$ cat src/rtl/sweep_stim_gen_pkg.sv
// rtl/sweep_stim_gen_pkg.sv - shared state encoding, mode codes and signature constants
package sweep_stim_gen_pkg;

  typedef enum logic [1:0] {
    ST_IDLE = 2'd0,
    ST_RUN  = 2'd1,
    ST_DONE = 2'd2
  } state_t;

  localparam logic [1:0] MODE_BIN_UP   = 2'd0;
  localparam logic [1:0] MODE_GRAY     = 2'd1;
  localparam logic [1:0] MODE_WALK1    = 2'd2;
  localparam logic [1:0] MODE_BIN_DOWN = 2'd3;

  localparam logic [15:0] SIG_SEED = 16'hFFFF;
  localparam logic [15:0] SIG_POLY = 16'h1021;

  // One CRC-16/CCITT style shift with the sampled result folded into bit 0.
  function automatic logic [15:0] sig_next(input logic [15:0] sig, input logic bit_in);
    logic [15:0] nxt;
    nxt = {sig[14:0], 1'b0} ^ (sig[15] ? SIG_POLY : 16'h0000);
    nxt[0] = nxt[0] ^ bit_in;
    return nxt;
  endfunction

endpackage

$ cat src/rtl/sweep_pattern_map.sv
// rtl/sweep_pattern_map.sv - combinational map from (mode, index) to switch pattern
module sweep_pattern_map
  import sweep_stim_gen_pkg::*;
#(
  parameter int WIDTH = 5
) (
  input  logic [1:0]       mode,
  input  logic [WIDTH-1:0] idx,
  output logic [WIDTH-1:0] pattern
);

  always_comb begin
    pattern = idx;
    case (mode)
      MODE_BIN_UP:   pattern = idx;
      MODE_GRAY:     pattern = idx ^ (idx >> 1);
      MODE_WALK1:    pattern = {{(WIDTH-1){1'b0}}, 1'b1} << idx;
      MODE_BIN_DOWN: pattern = ~idx;
      default:       pattern = idx;
    endcase
  end

endmodule

$ cat src/rtl/sweep_stim_gen.sv
// rtl/sweep_stim_gen.sv - pattern sweep sequencer with hold windows and result ones count
// Optional SWEEP_STIM_SIGNATURE_EN adds a 16-bit CRC signature of the sampled results.
module sweep_stim_gen
  import sweep_stim_gen_pkg::*;
#(
  parameter int WIDTH       = 5,
  parameter int HOLD_CYCLES = 10
) (
  input  logic             clk,
  input  logic             rst_n,
  input  logic             start,
  input  logic             stop,
  input  logic [1:0]       mode,
  input  logic             result,
  output logic [WIDTH-1:0] sw,
  output logic             pat_valid,
  output logic             busy,
  output logic             done,
  output logic [WIDTH:0]   ones_count
`ifdef SWEEP_STIM_SIGNATURE_EN
  ,
  output logic [15:0]      signature
`endif
);

  localparam int HW = (HOLD_CYCLES > 1) ? $clog2(HOLD_CYCLES) : 1;
  localparam logic [HW-1:0]  HOLD_LAST = HW'(HOLD_CYCLES - 1);
  localparam logic [WIDTH:0] LAST_FULL = (WIDTH+1)'((1 << WIDTH) - 1);
  localparam logic [WIDTH:0] LAST_WALK = (WIDTH+1)'(WIDTH - 1);

  state_t           state, state_nx;
  logic [WIDTH:0]   idx, idx_nx;
  logic [HW-1:0]    hold_cnt, hold_nx;
  logic [1:0]       mode_r, mode_nx;
  logic [WIDTH-1:0] sw_nx;
  logic             pv_nx;
  logic [WIDTH:0]   ones_nx;
  logic [1:0]       map_mode;
  logic [WIDTH-1:0] map_idx;
  logic [WIDTH-1:0] map_pat;
  logic             at_last;
`ifdef SWEEP_STIM_SIGNATURE_EN
  logic [15:0]      sig_nx;
`endif

  // In RUN the map looks one pattern ahead; otherwise it prepares pattern 0 for a start.
  assign map_mode = (state == ST_RUN) ? mode_r : mode;
  assign map_idx  = (state == ST_RUN) ? (idx[WIDTH-1:0] + WIDTH'(1)) : '0;
  assign at_last  = (mode_r == MODE_WALK1) ? (idx == LAST_WALK) : (idx == LAST_FULL);

  sweep_pattern_map #(.WIDTH(WIDTH)) u_map (
    .mode    (map_mode),
    .idx     (map_idx),
    .pattern (map_pat)
  );

  always_comb begin
    state_nx = state;
    idx_nx   = idx;
    hold_nx  = hold_cnt;
    mode_nx  = mode_r;
    sw_nx    = sw;
    pv_nx    = 1'b0;
    ones_nx  = ones_count;
`ifdef SWEEP_STIM_SIGNATURE_EN
    sig_nx   = signature;
`endif
    case (state)
      ST_IDLE, ST_DONE: begin
        if (start) begin
          state_nx = ST_RUN;
          mode_nx  = mode;
          idx_nx   = '0;
          hold_nx  = '0;
          ones_nx  = '0;
          sw_nx    = map_pat;
          pv_nx    = 1'b1;
`ifdef SWEEP_STIM_SIGNATURE_EN
          sig_nx   = SIG_SEED;
`endif
        end
      end
      ST_RUN: begin
        if (stop) begin
          state_nx = ST_IDLE;
        end else if (hold_cnt == HOLD_LAST) begin
          ones_nx = ones_count + (WIDTH+1)'(result);
`ifdef SWEEP_STIM_SIGNATURE_EN
          sig_nx  = sig_next(signature, result);
`endif
          if (at_last) begin
            state_nx = ST_DONE;
          end else begin
            idx_nx  = idx + (WIDTH+1)'(1);
            hold_nx = '0;
            sw_nx   = map_pat;
            pv_nx   = 1'b1;
          end
        end else begin
          hold_nx = hold_cnt + HW'(1);
        end
      end
      default: state_nx = ST_IDLE;
    endcase
  end

  always_ff @(posedge clk or negedge rst_n) begin
    if (!rst_n) begin
      state      <= ST_IDLE;
      idx        <= '0;
      hold_cnt   <= '0;
      mode_r     <= '0;
      sw         <= '0;
      pat_valid  <= 1'b0;
      ones_count <= '0;
`ifdef SWEEP_STIM_SIGNATURE_EN
      signature  <= 16'h0000;
`endif
    end else begin
      state      <= state_nx;
      idx        <= idx_nx;
      hold_cnt   <= hold_nx;
      mode_r     <= mode_nx;
      sw         <= sw_nx;
      pat_valid  <= pv_nx;
      ones_count <= ones_nx;
`ifdef SWEEP_STIM_SIGNATURE_EN
      signature  <= sig_nx;
`endif
    end
  end

  assign busy = (state == ST_RUN);
  assign done = (state == ST_DONE);

endmodule

$ cat config.mk
export PLATFORM = sky130hd
export DESIGN_NAME = sweep_stim_gen
export DESIGN_NICKNAME = d
export VERILOG_FILES = /design/src/rtl/sweep_stim_gen_pkg.sv /design/src/rtl/sweep_pattern_map.sv /design/src/rtl/sweep_stim_gen.sv
export SDC_FILE = /design/constraint.sdc
export NUM_CORES = 1
export LEC_CHECK = 0
export CAP_MARGIN = 30
export CORE_ASPECT_RATIO = 0.6
export CORE_MARGIN = 3
export CORE_UTILIZATION = 30
export DETAILED_ROUTE_END_ITERATION = 10
export DONT_BUFFER_PORTS = 1
export GPL_TIMING_DRIVEN = 0
export SYNTH_ARGS = -nofsm -noshare
export SYNTH_HDL_FRONTEND = slang
export SYNTH_SLANG_ARGS = --single-unit
$ cat constraint.sdc
create_clock -name clk -period 6.2 [get_ports clk]
set_clock_uncertainty 0.15 [all_clocks]
set_input_delay 0.62 -clock clk [delete_from_list [all_inputs] [get_ports clk]]
set_output_delay 0.62 -clock clk [all_outputs]
set_load 0.05 [all_outputs]
==> flow_summary.toml, run 1 <==
[critical_path]
required_ps = 5430
endpoint_kind = "output pin"
start_kind = "flip-flop"
cp_max_fo = 10
worst-setup-path-type = "reg -> out"
critPathArrivalTime_ps = 1880

[placed_design]
place_inst = 244
placed_area_sq_um = 1760
gp_congestion = 0.871
place_ws_ps = 3680
hpwl_um = 3050
port-buffer-count = 0

[route]
num_vias = 1323
wl_per_cell_um = 16.7
ant_nets = 0
first_pass_iters = 4
drt-total-wl_um = 4170
viasPerCell = 5.29
drc = 0
detail_route.iter0.violations = 84

[floorplanning]
rows = 20
start_util_pct = 32.1
die_area_sq_um = 6560
die_height_um = 64.0
core-area_sq_um = 5230
die_width_um = 103
io_pins = 21

[timing]
setup-tns-final_ps = 0
hold_viol = 0
rsz0062_at_grt = "false"
setup_ws_ps = 3550
timing.hold.ws_ps = 280
final_max_slew_viol_count = 0
tightest_slew_ps = 1020
min_period_over_period_pct = 42.7
min_period_ps = 2650
relSlewSlack_pct = 32.1
setup_viol = 0
fmax_mhz = 378

[cts]
cts.sinks = 26
htreeDepth = 1
postCtsSetupBuffers = 0
cts_buffers = 3
clk_latency_ps = 290
clk_root_buffer_cell = "clkbuf_8"
clkTransAtPathRegs_ps = 110
cts_resized = 0
clk_path_buf_depth = 2
cts_tree = "built"

[synth]
synth_flop_cell = "dfrtp_1"
synth_area_per_cell_sq_um = 9.43
synth_cell_types = 53
synth_enable_flop_cells = 0
synth_seq_area_share_pct = 38.7
synthCells = 178
synth-seq-cells = 26
netlist_area_sq_um = 1680
synth_fp_nets = 190
synthArstFlopShare_pct = 100
synth-warning-count = 0

[finish]
fin_area_sq_um = 1860
final_util_pct = 35.6
stdcell_count = 250
antenna_cells = 0
drive_gt1_share_pct = 14.1
fin_nets = 197
syn_to_final_growth_pct = 11.0

[grt]
grt_pass1_vias = 1292
grt_pass1_wl_um = 6950
antenna_found_initial = 0
grt_overflow = 0
grt_util_all_layers_pct = 13.7
grt_max_degree = 27

[min_path]
hold_path.class = "in -> reg"

[power]
power_leakage_nw = 0.825
vdd_drop_max_v = 0.0000899
power_per_cell_area_nw_per_um2 = 325
finalPower_mw = 0.605

[run_status]
outcome = "completed"

[flow_run]
max-cap-violations = 0
-- where the power goes --
part	internal, mW	switching (mW)	total, mW
clock network	0.0866	0.0619	0.148
logic	0.0697	0.105	0.174
registers	0.197	0.0848	0.282
total	0.353	0.251	0.605
-- synthesized netlist by cell type, types with 2 or more instances --
| master | number | area, sq um |
|---|---|---|
| a211oi_1 | 3 | 22.5 |
| a21oi_1 | 4 | 20.0 |
| a2bb2oi_1 | 3 | 26.3 |
| a31oi_1 | 2 | 12.5 |
| a32oi_1 | 2 | 17.5 |
| and3_1 | 2 | 12.5 |
| buf_2 | 2 | 10.0 |
| buf_4 | 3 | 22.5 |
| buf_6 | 2 | 22.5 |
| clkbuf_1 | 2 | 7.51 |
| dfrtp_1 | 26 | 651 |
| ha_1 | 5 | 62.6 |
| inv_1 | 6 | 22.5 |
| mux2_4 | 3 | 45.0 |
| mux2i_1 | 4 | 40.0 |
| nand2_1 | 18 | 67.6 |
| nand2b_1 | 5 | 31.3 |
| nand3_1 | 10 | 50.1 |
| nand3b_1 | 3 | 22.5 |
| nand4_1 | 3 | 18.8 |
| nor2_1 | 13 | 48.8 |
| nor2b_1 | 2 | 12.5 |
| nor3_1 | 3 | 15.0 |
| o2111ai_1 | 2 | 17.5 |
| o211ai_1 | 3 | 22.5 |
| o21ai_0 | 8 | 40.0 |
| o21ai_2 | 2 | 17.5 |
| o22ai_1 | 2 | 12.5 |
| or4_1 | 2 | 15.0 |
| xnor2_1 | 4 | 35.0 |
| xor2_1 | 7 | 61.3 |
-- timing repair --
action	CTS	global route
endpoints found under the hold margin	26	0
hold buffers	2	0
setup endpoints to repair	0	0
-- kinds of logic after synthesis --
family          after synthesis  share of synthesized area (%)
compound gates               41                           18.0
buf+inv                      16                           5.44
xor+xnor                     11                           5.74
fa+ha+maj                     5                           3.73
flops                        26                           38.7
mux                           7                           5.07
simple gates                 72                           23.3
-- routing by layer --
| metal | GRT usage [%] | up-vias | wire length, um |
|---|---|---|---|
| li1 | - | 658 | - |
| met1 | 22.3 | 620 | 2260 |
| met2 | 16.9 | 43 | 1500 |
| met3 | 5.13 | 2 | 386 |
| met4 | 1.96 | 0 | 18 |
| met5 | 0 | - | 0 |
-- final cells by class --
type                            count  area, sq um
Timing Repair Buffer                2         30.0
Tap cell                           66         82.6
Multi-Input combinational cell    136          937
Clock inverter                      1         30.0
Clock buffer                        3         41.3
Buffer                              9         62.6
Fill cell                         539         3370
Inverter                            7         28.8
Sequential cell                    26          651
-- state kept, by name, indices dropped and copies added, names as in the netlist --
name	cells
pat_valid	1
state	2
mode_r	2
ones_count	6
sw	5
idx	6
hold_cnt	4
-- layout by cell type (no fill, tap or decap), types with 2 or more instances in the layout --
master      n
buf_2       2
o21ai_0     8
and3_1      2
nand4_1     3
inv_1       6
nand2_1    18
buf_4       3
nand2b_1    5
buf_6       2
dfrtp_1    26
mux2_4      3
a211oi_1    3
xor2_1      7
clkbuf_8    3
a32oi_1     2
xnor2_1     4
o21ai_2     2
o211ai_1    3
or4_1       2
a2bb2oi_1   3
nor2_1     13
o2111ai_1   2
ha_1        5
mux2i_1     4
nand3_1    10
a31oi_1     2
nor2b_1     2
nor3_1      3
a21oi_1     4
nand3b_1    3
o22ai_1     2
clkbuf_1    2
-- critical path: stages, from the launching register on --
cell and delay [ps]:
dfrtp_1 420, nand2b_1 220, inv_1 170, clkbuf_1 780
-- worst paths after layout --
check | startpoint | endpoint | slack, ps | depth (start not counted)
worst max register to register | state[1]$_DFFE_PN0P_ | sw[3]$_DFFE_PN0P_ | 3630 | 7
max in group asynchronous | rst_n | state[1]$_DFFE_PN0P_ | 5120 | 2
worst min register to register | hold_cnt[0]$_DFFE_PN0P_ | hold_cnt[0]$_DFFE_PN0P_ | 410 | 1
worst min-delay path | mode[0] | mode_r[0]$_DFFE_PN0P_ | 280 | 2
min in group asynchronous | rst_n | ones_count[0]$_DFFE_PN0P_ | 600 | 2
worst max-delay path | state[1]$_DFFE_PN0P_ | busy | 3550 | 3
Note: power is estimated with default switching activity, not from simulation.
==> inputs of run 2 (changes only) <==
--- a/config.mk
+++ b/config.mk
@@ -5,6 +5,7 @@
 export SDC_FILE = /design/constraint.sdc
 export NUM_CORES = 1
 export LEC_CHECK = 0
+export ABC_AREA = 1
 export CAP_MARGIN = 30
 export CORE_ASPECT_RATIO = 0.6
 export CORE_MARGIN = 3
==> constraint.sdc (replaced) <==
create_clock -name clk -period 2.6 [get_ports clk]
set_clock_uncertainty 0.15 [all_clocks]
set_input_delay 0.26 -clock clk [delete_from_list [all_inputs] [get_ports clk]]
set_output_delay 0.26 -clock clk [all_outputs]
set_load 0.05 [all_outputs]
==> run 2 against run 1 <==
Via count up 9.3%. Design area rose by 0.60%. Register-to-register slack worse by 3000 ps.
==> flow_summary.toml, run 2 <==
[grt]
grt_util_all_layers_pct = 12.5
antenna_found_initial = 0
grt_pass1_vias = 1263
grt_overflow = 0
grt_pass1_wl_um = 6450
grt_max_degree = 27

[timing]
timing.hold.ws_ps = 15.6
final_max_slew_viol_count = 0
min_period_ps = 1950
hold_viol = 0
relSlewSlack_pct = 40.1
setup-tns-final_ps = 0
setup_viol = 0
tightest_slew_ps = 895
min_period_over_period_pct = 75.0
rsz0062_at_grt = "false"
fmax_mhz = 513

[synth]
synthAdderAreaFrac_pct = 3.69
yosys.cell_count.top_type = "nand2_1"
synth_compound_area_share_pct = 10.8
synth_cell_types = 32
synth_commonest_cells = "62 x nand2_1, 31 x nor2_1, 29 x inv_1"
synth-warning-count = 0
synthArstFlopShare_pct = 100
netlist_area_sq_um = 1700
synth_flop_cell = "dfrtp_1"
synthCells = 231
synth_top_area_share_pct = 38.3
synth_top_family_by_area = "simple AND/OR/NAND/NOR gates"
synth-simple-area-share_pct = 37.3
synth_xor_area_share_pct = 0.516
synth_area_per_cell_sq_um = 7.34
muxShareOfSynthArea_pct = 0
synth_fp_nets = 243
synth_enable_flop_cells = 0
ys_top_cells_by_area = "dfrtp_1 38%, nand2_1 14%, nor2_1 6.9%"
synth-seq-cells = 26
synth_seq_area_share_pct = 38.3
synth_top_area_cell = "dfrtp_1"

[critical_path]
worst-setup-path-type = "reg -> reg"
endpoint_kind = "flip-flop"
critPathArrivalTime_ps = 1970
start_kind = "flip-flop"
regToRegSetupSlack_ps = 650
required_ps = 2620
cp_max_fo = 7
reg2regPathDepth = 11

[finish]
fin_area_sq_um = 1870
regArea_sq_um = 651
antenna_cells = 0
fillCellCount = 551
syn_to_final_growth_pct = 10.5
layout_common_cells = "62 x nand2_1, 31 x nor2_1, 29 x inv_1"
final_util_pct = 35.7
drive_gt1_share_pct = 10.5
fin_nets = 251
top_regs = "idx x6, ones_count x6, sw x5"
multi_input_area_sq_um = 888
layout_commonest_cell = "nand2_1"

[power]
power_per_cell_area_nw_per_um2 = 1180
vdd_drop_max_v = 0.000511
finalPower_mw = 2.22
power_leakage_nw = 0.924

[cts]
cts_resized = 0
clkTransAtPathRegs_ps = 100
clk_path_buf_depth = 2
cts_tree = "built"
clk_latency_ps = 280
clk_root_buffer_cell = "clkbuf_8"
htreeDepth = 1
cts.sinks = 26
cts_buffers = 3

[route]
num_vias = 1446
detail_route.iter0.violations = 121
drt-total-wl_um = 3830
ant_nets = 0
drc = 0
viasPerCell = 4.76
first_pass_iters = 4
wl_per_cell_um = 12.6

[run_status]
outcome = "completed"

[floorplanning]
core-area_sq_um = 5260
io_pins = 21
rows = 20
die_width_um = 103
die_height_um = 64.3
die_area_sq_um = 6620
start_util_pct = 32.3

[min_path]
hold-path-cell-count = 2
hold_path.class = "in -> reg"

[placed_design]
port-buffer-count = 0
placed_area_sq_um = 1780
gp_congestion = 0.842
hpwl_um = 2990

[flow_run]
max-cap-violations = 0
[run 2: worst max-delay path: stages (launching register included)]
cell	delay, ps
dfrtp_1	490
ha_1	290
nor2_1	110
nor2_1	50
nand2_1	190
inv_1	110
nand3_1	100
nand2_1	50
nand2_1	50
nand2_1	50
nor2_1	150
nor2_1	60
[run 2: cells by family (layout without fill, tap and decap cells)]
logic type / Yosys count / count (layout)
flops: 26 / 26
xor+xnor: 1 / 1
simple gates: 132 / 132
compound gates: 32 / 32
fa+ha+maj: 5 / 5
buf+inv: 35 / 42
[run 2: layer usage]
metal	up-vias	GRT usage, %	wire (um)
met3	2	5.13	417
li1	753	-	-
met5	-	0	0
met1	645	20.5	2030
met2	46	15.1	1380
met4	0	1.45	7
[run 2: power breakdown]
| part | total (mW) | internal [mW] | switching, mW |
|---|---|---|---|
| Sequential | 0.817 | 0.524 | 0.293 |
| Combinational | 1.13 | 0.365 | 0.766 |
| Clock | 0.269 | 0.136 | 0.133 |
[run 2: area by class of cell]
class,instances,share of cell area [%]
repair buffers,3,2.14
multi-input cells,170,47.4
clock buffers,4,2.94
plain buffers,3,1.67
inverters,32,6.74
well taps,66,4.41
flip-flops and latches,26,34.7
[run 2: path summary, 6_finish.rpt]
| check | from | endpoint |
|---|---|---|
| hold / removal | mode[0] | mode_r[0]$_DFFE_PN0P_ |
| setup / recovery | idx[0]$_DFFE_PN0P_ | sw[2]$_DFFE_PN0P_ |
| min in group asynchronous | rst_n | ones_count[3]$_DFFE_PN0P_ |
| setup reg to reg | idx[0]$_DFFE_PN0P_ | sw[2]$_DFFE_PN0P_ |
| max in group asynchronous | rst_n | sw[3]$_DFFE_PN0P_ |
| hold reg to reg | state[1]$_DFFE_PN0P_ | state[1]$_DFFE_PN0P_ |
[run 2: stage by stage]
stage / instances / setup WS (ps)
floorplan: 231 / 891
global placement: 297 / 713
detailed placement: 297 / 697
CTS: 304 / 674
global route: 304 / 464
finish: 304 / 650
[run 2: repair_timing]
action | CTS | global route
hold buffers | 3 | 0
endpoints found under the hold margin | 27 | 0
buffers inserted | 0 | 0
==> inputs of run 3 (changes only) <==
==> constraint.sdc (replaced) <==
create_clock -name clk -period 2 [get_ports clk]
set_clock_uncertainty 0.15 [all_clocks]
set_input_delay 0.2 -clock clk [delete_from_list [all_inputs] [get_ports clk]]
set_output_delay 0.2 -clock clk [all_outputs]
set_load 0.05 [all_outputs]
==> run 3 against run 2 <==
Clock-buffer cell count unchanged. Core utilization up 0.33 points. First-iteration DRC count fell by 5.0%. Cell count increased by 0.33%. Via count rose by 0.69%. Critical path type unchanged. Design area rose by 0.93%. Sequential share of layout area down 0.19 points. Combinational power rose by 32%. Critical endpoint unchanged.
==> flow_summary.toml, run 3 (synthesis gave the netlist of run 2 again) <==
[power]
power_per_cell_area_nw_per_um2 = 1530
power_leakage_nw = 0.925
vdd_drop_max_v = 0.000668
finalPower_mw = 2.90

[timing]
min_period_over_period_pct = 95.2
tightest_slew_ps = 895
setup-tns-final_ps = 0
final_max_slew_viol_count = 0
timing.hold.ws_ps = 44.7
setup_ws_ps = 96.2
min_period_ps = 1900
relSlewSlack_pct = 40.1
setup_viol = 0
hold_viol = 0
fmax_mhz = 525

[finish]
fin_area_sq_um = 1890
layout_commonest_cell = "nand2_1"
drive_gt1_share_pct = 12.1
fillCellCount = 549
antenna_cells = 0
multi_input_area_sq_um = 893
syn_to_final_growth_pct = 11.5
top_regs = "idx x6, ones_count x6, sw x5"
regArea_sq_um = 653
layout_common_cells = "61 x nand2_1, 30 x nor2_1, 29 x inv_1"
fin_nets = 252

[placed_design]
gp_congestion = 0.842
place_ws_ps = 97.2
placed_area_sq_um = 1780
port-buffer-count = 0
hpwl_um = 2990

[critical_path]
required_ps = 2060
crit_top_cell = "nor2_1"
slowest_delay_ps = 500
crit_buf_inv = 1
crit_chain = "inv_1, nand2_4, o21ai_0, nand3_1, nor2_1, nand2_1, nand2_1, nor2_1, nor2_1"
start_kind = "flip-flop"
slowest_stage = "o21ai_0"
cp_max_fo = 10
crit_family = "simple AND/OR/NAND/NOR gates"
endpoint_kind = "flip-flop"
critPathArrivalTime_ps = 1960
worst-setup-path-type = "reg -> reg"

[floorplanning]
die_height_um = 64.3
core-area_sq_um = 5260
rows = 20
die_area_sq_um = 6620
start_util_pct = 32.3
io_pins = 21
die_width_um = 103

[cts]
cts_tree = "built"
clkTransAtPathRegs_ps = 90
cts.sinks = 26
clk_root_buffer_cell = "clkbuf_8"
htreeDepth = 1
clk_path_buf_depth = 2
clk_latency_ps = 280
cts_buffers = 3

[grt]
grt_util_all_layers_pct = 12.6
grt_pass1_wl_um = 6470
grt_pass1_vias = 1268
grt_overflow = 0
grt_max_degree = 27
antenna_found_initial = 0

[route]
drc = 0
ant_nets = 0
drt-total-wl_um = 3870
detail_route.iter0.violations = 115
viasPerCell = 4.77
wl_per_cell_um = 12.7
first_pass_iters = 4
num_vias = 1456

[run_status]
outcome = "completed"

[flow_run]
max-cap-violations = 0

[min_path]
hold_path.class = "in -> reg"
-- run 3: cell types whose count changed in the layout (fill, tap and decap cells not counted) --
cell | before | now
dfrtp_1 | 26 | 24
dfrtp_2 | 0 | 2
dlygate4sd3_1 | 2 | 3
nand2_1 | 62 | 61
nand2_2 | 3 | 4
nor2_1 | 31 | 30
nor2_2 | 0 | 1
-- run 3: worst paths after layout --
kind	start	end	slack [ps]	depth (start not counted)
max	state[1]$_DFFE_PN0P_	sw[2]$_DFFE_PN0P_	100	9
min	stop	state[1]$_DFFE_PN0P_	40	3
max reg2reg	state[1]$_DFFE_PN0P_	sw[2]$_DFFE_PN0P_	100	9
min reg2reg	state[1]$_DFFE_PN0P_	state[1]$_DFFE_PN0P_	360	2
max in group asynchronous	rst_n	idx[3]$_DFFE_PN0P_	1340	2
min in group asynchronous	rst_n	ones_count[3]$_DFFE_PN0P_	190	2
-- run 3: cell type report --
class,instances,share of cell area [%]
clock buffers,4,2.91
repair buffers,4,2.65
multi-input cells,170,47.2
plain buffers,3,1.65
inverters,32,6.68
flip-flops and latches,26,34.5
well taps,66,4.37
-- run 3: metrics by stage --
| step | cells | util (%) |
|---|---|---|
| 6_report | 305 | 36.0 |
| 5_1_grt | 305 | 36.0 |
| 4_1_cts | 305 | 35.9 |
| 3_5_place_dp | 297 | 33.9 |
| 3_3_place_gp | 297 | 33.9 |
| 2_1_floorplan | 231 | - |
-- run 3: worst reg2reg max path: cells and delay by family, from the launching register on --
family | cells | cell delay, ps
and+or+nand+nor | 7 | 710
AOI/OAI and AO/OA | 1 | 500
DFF | 1 | 380
buffers and inverters | 1 | 110
-- run 3: what timing repair did --
action / 4_1_cts / 5_1_grt
hold buffers: 4 / 0
endpoints found under the setup margin: 0 / 4
hold endpoints to repair: 28 / 0
buffers inserted: 0 / 0
gates resized for setup: 0 / 4
-- run 3: per-layer routing --
metal  routed length (um)  GRT usage [%]  share of wire (%)
met4                    7           1.45               0.18
met3                  357           4.91                9.2
met1                 2120           20.7                 55
met5                    0              0                  0
met2                 1390           15.1                 36
-- run 3: power by group --
group / total (mW) / switching [mW] / internal (mW) / leakage, nW
clock network: 0.349 / 0.173 / 0.176 / 0.0288
registers: 1.07 / 0.382 / 0.684 / 0.336
logic: 1.49 / 1.01 / 0.479 / 0.560
